==> config.mk <==
export PLATFORM = sky130hd
export DESIGN_NAME = throw_ctl
export DESIGN_NICKNAME = d
export VERILOG_FILES = /design/src/rtl/throw_ctl_pkg.sv /design/src/rtl/throw_ctl_tick.sv /design/src/rtl/throw_ctl.sv
export SDC_FILE = /design/constraint.sdc
export NUM_CORES = 1
export LEC_CHECK = 0
export ABC_AREA = 0
export CELL_PAD_IN_SITES_DETAIL_PLACEMENT = 1
export CELL_PAD_IN_SITES_GLOBAL_PLACEMENT = 1
export CORE_ASPECT_RATIO = 0.5
export CORE_MARGIN = 2
export CORE_UTILIZATION = 30
export CTS_CLUSTER_SIZE = 20
export DETAILED_ROUTE_END_ITERATION = 10
export PLACE_DENSITY = 0.67
export SYNTH_ARGS = -nofsm -noshare
export SYNTH_HDL_FRONTEND = slang
export SYNTH_SLANG_ARGS = --single-unit
==> constraint.sdc <==
create_clock -name clk -period 10 [get_ports clk]
set_input_delay 1.5 -clock clk [delete_from_list [all_inputs] [get_ports clk]]
set_output_delay 1.5 -clock clk [all_outputs]
set_load 0.01 [all_outputs]
==> src/rtl/throw_ctl_pkg.sv <==
// Shared types and helpers for the projectile throw controller.
// Result codes, FSM states and the wind term.
package throw_ctl_pkg;

  typedef enum logic [1:0] {
    RES_NONE,
    RES_TARGET,
    RES_WALL,
    RES_OUT
  } result_t;

  typedef enum logic [1:0] {
    ST_IDLE,
    ST_FLIGHT,
    ST_DONE
  } throw_state_t;

  localparam int WIND_CALM = 50;
  localparam int WIND_BASE = 5;
  localparam int WIND_SPAN = 5;

  // Calm gives zero; any breeze jumps straight to +/-5 then scales to +/-10.
  function automatic logic signed [13:0] wind_term(input logic [6:0] w);
    int wi;
    int t;
    wi = int'(w);
    if (wi < WIND_CALM)
      t = -WIND_BASE - ((WIND_CALM - wi) * WIND_SPAN) / WIND_CALM;
    else if (wi > WIND_CALM)
      t = WIND_BASE + ((wi - WIND_CALM) * WIND_SPAN) / WIND_CALM;
    else
      t = 0;
    return 14'(t);
  endfunction

endpackage

==> src/rtl/throw_ctl_tick.sv <==
// Physics step divider for the throw controller.
// Pulses step on the last count of each DIV-cycle period.
module tick_gen #(
  parameter int DIV = 1300000
) (
  input  logic clk,
  input  logic rst_n,
  input  logic clr,
  output logic step
);

  localparam int W = $clog2(DIV);
  localparam logic [W-1:0] LAST = W'(DIV - 1);

  logic [W-1:0] cnt;

  always_ff @(posedge clk) begin
    if (!rst_n || clr)
      cnt <= '0;
    else if (cnt == LAST)
      cnt <= '0;
    else
      cnt <= cnt + W'(1);
  end

  assign step = (cnt == LAST) && !clr;

endmodule

==> src/rtl/throw_ctl.sv <==
// Ballistic projectile controller, one instance per thrower.
// Integrates the arc per tick and reports the collision result.
module throw_ctl
  import throw_ctl_pkg::*;
#(
  parameter int DIR       = 1,
  parameter int TICK_DIV  = 1300000,
  parameter int START_X   = 140,
  parameter int START_Y   = 350,
  parameter int INIT_VY   = 27,
  parameter int GRAVITY   = 1,
  parameter int FORCE_NUM = 18,
  parameter int X_MAX     = 1023,
  parameter int FLOOR_Y   = 190,
  parameter int TGT_XL    = 0,
  parameter int TGT_XR    = 157,
  parameter int TGT_YB    = 243,
  parameter int TGT_YT    = 341,
  parameter int WALL_XL   = 475,
  parameter int WALL_XR   = 549,
  parameter int WALL_YT   = 527
) (
  input  logic               clk,
  input  logic               rst_n,
  input  logic               enable,
  input  logic               abort,
  input  logic [9:0]         throw_force,
  input  logic [6:0]         wind_force,
  output logic signed [11:0] x_pos,
  output logic signed [11:0] y_pos,
  output logic               busy,
  output logic               hit_target,
  output logic [1:0]         result,
  output logic               throw_done
);

  localparam logic signed [11:0] SX = 12'(START_X);
  localparam logic signed [11:0] SY = 12'(START_Y);
  localparam logic signed [13:0] P_VY = 14'(INIT_VY);
  localparam logic signed [13:0] P_G = 14'(GRAVITY);
  localparam logic signed [13:0] P_XMAX = 14'(X_MAX);
  localparam logic signed [13:0] P_FLR = 14'(FLOOR_Y);
  localparam logic signed [13:0] P_TXL = 14'(TGT_XL);
  localparam logic signed [13:0] P_TXR = 14'(TGT_XR);
  localparam logic signed [13:0] P_TYB = 14'(TGT_YB);
  localparam logic signed [13:0] P_TYT = 14'(TGT_YT);
  localparam logic signed [13:0] P_WXL = 14'(WALL_XL);
  localparam logic signed [13:0] P_WXR = 14'(WALL_XR);
  localparam logic signed [13:0] P_WYT = 14'(WALL_YT);

  throw_state_t state_q, state_d;
  result_t coll, res_q;

  logic signed [11:0] x_q, y_q;
  logic signed [13:0] vx_q, vy_q;
  logic signed [13:0] nx, ny, vx0;
  logic signed [11:0] cx, cy;
  logic hit_q, step;
  logic in_tgt, in_wall, in_out;
  int mag;

  tick_gen #(.DIV(TICK_DIV)) u_tick (
    .clk   (clk),
    .rst_n (rst_n),
    .clr   (state_q != ST_FLIGHT),
    .step  (step)
  );

  always_comb begin
    mag = (int'(throw_force) * FORCE_NUM) / 100;
    vx0 = 14'(DIR * mag) + wind_term(wind_force);
  end

  assign nx = {{2{x_q[11]}}, x_q} + vx_q;
  assign ny = {{2{y_q[11]}}, y_q} + vy_q;

  assign in_tgt = (nx >= P_TXL) && (nx <= P_TXR)
               && (ny >= P_TYB) && (ny <= P_TYT);
  assign in_wall = (nx >= P_WXL) && (nx <= P_WXR)
                && (ny >= P_FLR) && (ny <= P_WYT);
  assign in_out = (ny <= P_FLR) || nx[13] || (nx > P_XMAX);

  always_comb begin
    coll = RES_NONE;
    if (in_tgt)
      coll = RES_TARGET;
    else if (in_wall)
      coll = RES_WALL;
    else if (in_out)
      coll = RES_OUT;
  end

  // Impact point is pinned back inside the playfield for the sprite.
  assign cx = nx[13] ? '0 : (nx > P_XMAX) ? 12'(X_MAX) : nx[11:0];
  assign cy = (ny < P_FLR) ? 12'(FLOOR_Y) : ny[11:0];

  always_ff @(posedge clk) begin
    if (!rst_n)
      state_q <= ST_IDLE;
    else
      state_q <= state_d;
  end

  always_comb begin
    state_d = state_q;
    case (state_q)
      ST_IDLE:   if (enable) state_d = ST_FLIGHT;
      ST_FLIGHT: begin
        if (abort)
          state_d = ST_IDLE;
        else if (step && coll != RES_NONE)
          state_d = ST_DONE;
      end
      ST_DONE:   if (abort || !enable) state_d = ST_IDLE;
      default:   state_d = ST_IDLE;
    endcase
  end

  always_comb begin
    busy       = (state_q == ST_FLIGHT);
    throw_done = (state_q == ST_DONE);
  end

  always_ff @(posedge clk) begin
    if (!rst_n) begin
      x_q   <= SX;
      y_q   <= SY;
      vx_q  <= '0;
      vy_q  <= '0;
      res_q <= RES_NONE;
      hit_q <= 1'b0;
    end else begin
      hit_q <= 1'b0;
      if (state_d == ST_IDLE) begin
        x_q   <= SX;
        y_q   <= SY;
        res_q <= RES_NONE;
      end else if (state_q == ST_IDLE) begin
        vx_q <= vx0;
        vy_q <= P_VY;
      end else if (state_q == ST_FLIGHT && step) begin
        vy_q <= vy_q - P_G;
        if (coll != RES_NONE) begin
          x_q   <= cx;
          y_q   <= cy;
          res_q <= coll;
          hit_q <= (coll == RES_TARGET);
        end else begin
          x_q <= nx[11:0];
          y_q <= ny[11:0];
        end
      end
    end
  end

  assign x_pos      = x_q;
  assign y_pos      = y_q;
  assign result     = res_q;
  assign hit_target = hit_q;

endmodule

==> results of run 1 <==
-- critical path, delay by kind of cell --
family | cells | cell delay (ps)
AOI/OAI and AO/OA | 27 | 4440
adders and majority gates | 5 | 1550
buffers and inverters | 9 | 1520
muxes | 2 | 400
and+or+nand+nor | 5 | 1000
-- cells in the final DEF (no fill, tap or decap), types with 24 or more instances in the layout --
| cell type | Yosys | layout |
|---|---|---|
| xor2_1 | 43 | 39 |
| a21oi_1 | 116 | 96 |
| ha_1 | 92 | 58 |
| o21ai_0 | 62 | 42 |
| inv_1 | 70 | 66 |
| clkdlybuf4s50_1 | 0 | 34 |
| ha_4 | 0 | 24 |
| nand2_1 | 128 | 120 |
| nor2_1 | 153 | 136 |
| dfxtp_1 | 78 | 78 |
| nor3_1 | 45 | 33 |
| nand3_1 | 64 | 59 |
| xnor2_1 | 85 | 69 |
| buf_4 | 2 | 470 |
-- metrics by stage --
stage          hold WS (ps)  cells  area, um2
5_1_grt                 492   2483      17600
2_1_floorplan           430   1489      11100
4_1_cts                 470   2448      16300
3_3_place_gp            444   2401      15200
3_5_place_dp            462   2401      15200
6_report                468   2483      17600
-- flip-flops by register name, summed over array words and instances (netlist names) --
register	cells
y_pos	12
x_pos	12
state_q	2
result	2
vx_q	14
hit_target	1
u_tick.cnt	21
vy_q	14
-- cells by family (layout without fill, tap and decap cells) --
family	Yosys count	count (layout)	synth area share, %
DFF	78	78	14.3
xor gates and xnor gates	132	132	10.9
AOI/OAI and AO/OA	496	496	32.1
buffers and inverters	113	623	4.02
and+or+nand+nor	537	537	23.8
muxes	32	32	3.08
adders and majority gates	101	101	11.9
-- final cells by class --
cell class / instances / area, um2
inverters: 74 / 279
flip-flops and latches: 78 / 1560
multi-input cells: 1298 / 10700
clock inverters: 7 / 78.8
well taps: 484 / 606
clock buffers: 9 / 225
repair buffers: 533 / 4170
fillers: 4336 / 18300
-- worst min path at each step --
stage	slack (ps)	end	start	cells after the start
finish	470	vx_q[4]$_SDFFE_PN0P_	vx_q[4]$_SDFFE_PN0P_	2
detailed placement	460	vx_q[4]$_SDFFE_PN0P_	vx_q[4]$_SDFFE_PN0P_	2
global placement	440	u_tick.cnt[0]$_SDFF_PP0_	u_tick.cnt[0]$_SDFF_PP0_	1
global route	490	vx_q[4]$_SDFFE_PN0P_	vx_q[4]$_SDFFE_PN0P_	2
floorplan	430	u_tick.cnt[0]$_SDFF_PP0_	u_tick.cnt[0]$_SDFF_PP0_	1
CTS	470	vx_q[0]$_SDFFE_PN0P_	vx_q[0]$_SDFFE_PN0P_	2
-- per-layer routing --
layer | track usage (%) | share of wire [%] | routed length [um]
met5 | 0 | 0 | 0
met4 | 3.23 | 1.6 | 708
met3 | 1.61 | 1.6 | 694
met2 | 36.4 | 51 | 22100
met1 | 27.3 | 46 | 20100
-- repair_timing --
action                                  4_1_cts  5_1_grt
hold buffers                                  0        0
buffers inserted                             31       35
gates cloned                                  0        0
endpoints found under the setup margin        9        9
resized for setup                           148      224
pin swaps                                    79      116
==> flow_summary.toml, run 1 <==
[clock_network]
cts_buffers = 9
cts.clk_slew.worst_paths_ps = 60
clock_path_buffers = 2
cts_root_buffer = "clkbuf_16"
cts_htree_levels = 3
cts_tree = "built"
worstSkewPairLatency_ps = 340
cts.sink_count = 78

[setup_path]
cp_common_cell = "buf_4"
cp-end-kind = "flop"
r2r-start = "vy_q[0]$_SDFFE_PN0P_"
cp-startpoint = "throw_force[9]"
cp_max_fo = 7
reg2reg_slack_ps = 4750
critPathMaxStageDelay_ps = 460
crit_type = "primary input to flop"
required_ps = 10270
cp.arrival_ps = 10430
r2r_cells = 21
reg2reg_to = "x_pos[11]$_SDFFE_PP0P_"
crit_end = "vx_q[12]$_SDFFE_PN0P_"
start_kind = "primary input"
crit_slowest_cell = "a2111o_1"

[sta]
setup_violations = 2
rsz0062_at_grt = "yes"
timing_hold_violations_final = 0
slew_viol_final = 0
worstMarginPinSlew_ps = 1070
fin_crit_sh_pct = 102
layout_min_cycle_time_ps = 10160
fin_tns_setup_ps = -280
fmax_mhz = 98.4
slew_headroom_pct = 28.5
final.setup_skew_ps = 9.87
fin_ws_ps = -163

[floorplanning]
start_util_pct = 30.4
die_h_um = 139
rows = 49
core_area_um2 = 35900
fp.dieArea_um2 = 38100
fp.dieW_um = 274
ios = 50

[run_status]
violations = "negative setup slack"
status = "finished, violations left"

[cells_and_area]
num_antenna_cells = 0
syn_to_final_growth_pct = 61.3
num-nets-final = 2113
utilization_pct = 49.0
drive_gt1_share_pct = 40.5

[global_route]
grt_pass1_wl_um = 66300
grt_max_degree = 22
antenna_found_initial = 0
grt_overflow = 0
track_usage_pct = 20.4
first_global_vias = 13600

[synthesis]
synth_top_area_share_pct = 14.3
ys_seq_area_share_pct = 14.3
synth-seq-cells = 78
synth_edf_count = 0
syn_inst = 1489
synth_commonest_cells = "153 x nor2_1, 128 x nand2_1, 116 x a21oi_1, 92 x ha_1, 85 x xnor2_1"
synth.area.top_cells = "dfxtp_1 14%, ha_1 11%, xnor2_1 6.8%"
ys_types = 100
yosys_warnings = 0
synth_area_um2 = 10900
synth-main-ff-cell = "dfxtp_1"
synth_nets = 1608
synthArstFlopShare_pct = 0
synth.largest_area_cell = "dfxtp_1"
avgSynthCellArea_um2 = 7.34
synth.most_common_cell = "nor2_1"

[routing]
ant_nets = 0
routed_wl_um = 43700
drtPass1Iterations = 5
num_vias = 13400
route.detailed.drc = 0
avgRoutedWirePerCell_um = 17.6
routed_via_density = 5.40
first_iter_violations = 575

[placed_design]
gp_congestion = 0.851
dp_hpwl_um = 31200
dp_slack_ps = -1060
portBuffers = 49

[min_path]
hold_class = "flop to flop"

[job]
max_cap_viol_count = 0
Power of run 1 is left out: the tool's default activity adds up to more than one toggle a clock period on the data nets, which glitch-free logic cannot reach.
==> run 2, diff against run 1 <==
- CELL_PAD_IN_SITES_DETAIL_PLACEMENT: 1 -> 0
- PLACE_DENSITY: 0.67 -> 0.65
- SLEW_MARGIN: unset -> 20
- clock period: 10 -> 13.1 ns (I/O delays scaled with it)
==> run 2 against run 1 <==
The run now ends clean. Global-route usage fell by 4.4 points. Die area did not move. Register-to-register slack improved by 3200 ps. Highest routed layer unchanged.
==> flow_summary.toml, run 2 (same netlist as run 1, synthesis figures left out) <==
[floorplanning]
fp.dieArea_um2 = 38100
start_util_pct = 30.4
fp.dieW_um = 274
ios = 50
rows = 49
die_h_um = 139
core_area_um2 = 35900

[clock_network]
cts.sink_count = 78
cts_htree_levels = 3
cts.clk_slew.worst_paths_ps = 60
worstSkewPairLatency_ps = 350
holdBufCountCts = 0
cts_tree = "built"
clock_path_buffers = 2
cts_root_buffer = "clkbuf_16"
cts_buffers = 9

[sta]
worstMarginPinSlew_ps = 908
slew_headroom_pct = 39.0
timing_hold_violations_final = 0
setup_violations = 0
fin_tns_setup_ps = 0
final.setup_skew_ps = 10.2
layout_min_cycle_time_ps = 12170
slew_viol_final = 0
rsz0062_at_grt = "no"
fin_crit_sh_pct = 92.9
fmax_mhz = 82.1

[cells_and_area]
num-nets-final = 1654
top_regs = "u_tick.cnt (21), vx_q (14), vy_q (14)"
largest_reg_flops = 21
num_antenna_cells = 0
final_cell_mix = "153 x nor2_1, 128 x nand2_1, 115 x a21oi_1, 92 x ha_1, 84 x xnor2_1"
multiInputGateArea_um2 = 9020
regMostFlops = "u_tick.cnt"
nFillCells = 3931
final_common_cell = "nor2_1"
instances_no_fill = 2024
syn_to_final_growth_pct = 13.9
drive_gt1_share_pct = 7.47
regArea_um2 = 1560

[routing]
first_iter_violations = 642
num_vias = 10900
drtPass1Iterations = 5
routed_wl_um = 31000
route.detailed.drc = 0
avgRoutedWirePerCell_um = 15.3
ant_nets = 0
routed_via_density = 5.41

[setup_path]
cp.arrival_ps = 12440
crit_slowest_cell = "clkdlybuf4s50_1"
r2r_cells = 20
crit_type = "primary input to flop"
cp_common_cell = "ha_1"
critPathMaxStageDelay_ps = 640
cp-end-kind = "flop"
required_ps = 13360
cp_max_fo = 9
start_kind = "primary input"

[placed_design]
gp_congestion = 0.842
dp.cells = 2004
portBuffers = 49
dp_hpwl_um = 25000

[min_path]
holdPathStages = 2
hold_class = "flop to flop"

[global_route]
first_global_vias = 10300
grt_overflow = 0
grt_max_degree = 22
track_usage_pct = 16.0
grt_pass1_wl_um = 51800
antenna_found_initial = 0

[job]
max_cap_viol_count = 0

[run_status]
status = "complete, no violations"
[run 2: cell types whose count changed in the layout (fill, tap and decap cells not counted), sizes merged]
cell and change:
clkbuf -7, inv -3, dlymetal6s2s -5, clkinv +3, buf -462, clkdlybuf4s50 +15
[run 2: layout make-up]
| type | count | area share, % |
|---|---|---|
| clock inverters | 7 | 0.603 |
| clock buffers | 9 | 1.81 |
| multi-input cells | 1298 | 72.5 |
| flip-flops and latches | 78 | 12.5 |
| repair buffers | 74 | 5.45 |
| well taps | 484 | 4.87 |
| inverters | 74 | 2.23 |
[run 2: final timing paths]
kind                                           start                     end  slack, ps
worst min register to register  vx_q[7]$_SDFFE_PN0P_    vx_q[7]$_SDFFE_PN0P_        460
worst min-delay path            vx_q[7]$_SDFFE_PN0P_    vx_q[7]$_SDFFE_PN0P_        460
worst max register to register  vy_q[1]$_SDFFE_PN0P_  x_pos[11]$_SDFFE_PP0P_       7920
worst max-delay path                   wind_force[1]   vx_q[12]$_SDFFE_PN0P_        930
[run 2: repair_timing]
| item | in CTS | in global routing |
|---|---|---|
| setup buffers | 0 | 4 |
| setup endpoints to repair | 0 | 5 |
| resized for setup | 0 | 15 |
[run 2: stage by stage]
| step | utilization (%) | area, um2 | hold slack (ps) | setup slack (ps) |
|---|---|---|---|---|
| after floorplan | - | 10900 | 430 | 2120 |
| after global placement | 33.5 | 12000 | 443 | 560 |
| after detailed placement | 33.5 | 12000 | 455 | 384 |
| after CTS | 34.3 | 12300 | 464 | 727 |
| after global routing | 34.6 | 12400 | 483 | 6.66 |
| final | 34.6 | 12400 | 463 | 925 |
[run 2: routing by layer]
| layer | global-route usage, % | vias to the layer above | share of wire [%] |
|---|---|---|---|
| li1 | - | 5647 | - |
| met5 | 0 | - | 0 |
| met1 | 23.7 | 5128 | 53 |
| met3 | 1.56 | 16 | 2.5 |
| met4 | 2.23 | 0 | 0.55 |
| met2 | 25.6 | 152 | 44 |
[run 2: worst max-delay path, delay by kind of cell]
family	cells	cell delay, ps
multiplexers	1	370
AND/OR/NAND/NOR	5	990
buffers and inverters	6	1350
adder cells (fa/ha/maj)	7	2250
AO/OA/AOI/OAI	24	5140
XOR/XNOR	1	300
Power of run 2 is left out for the same reason.
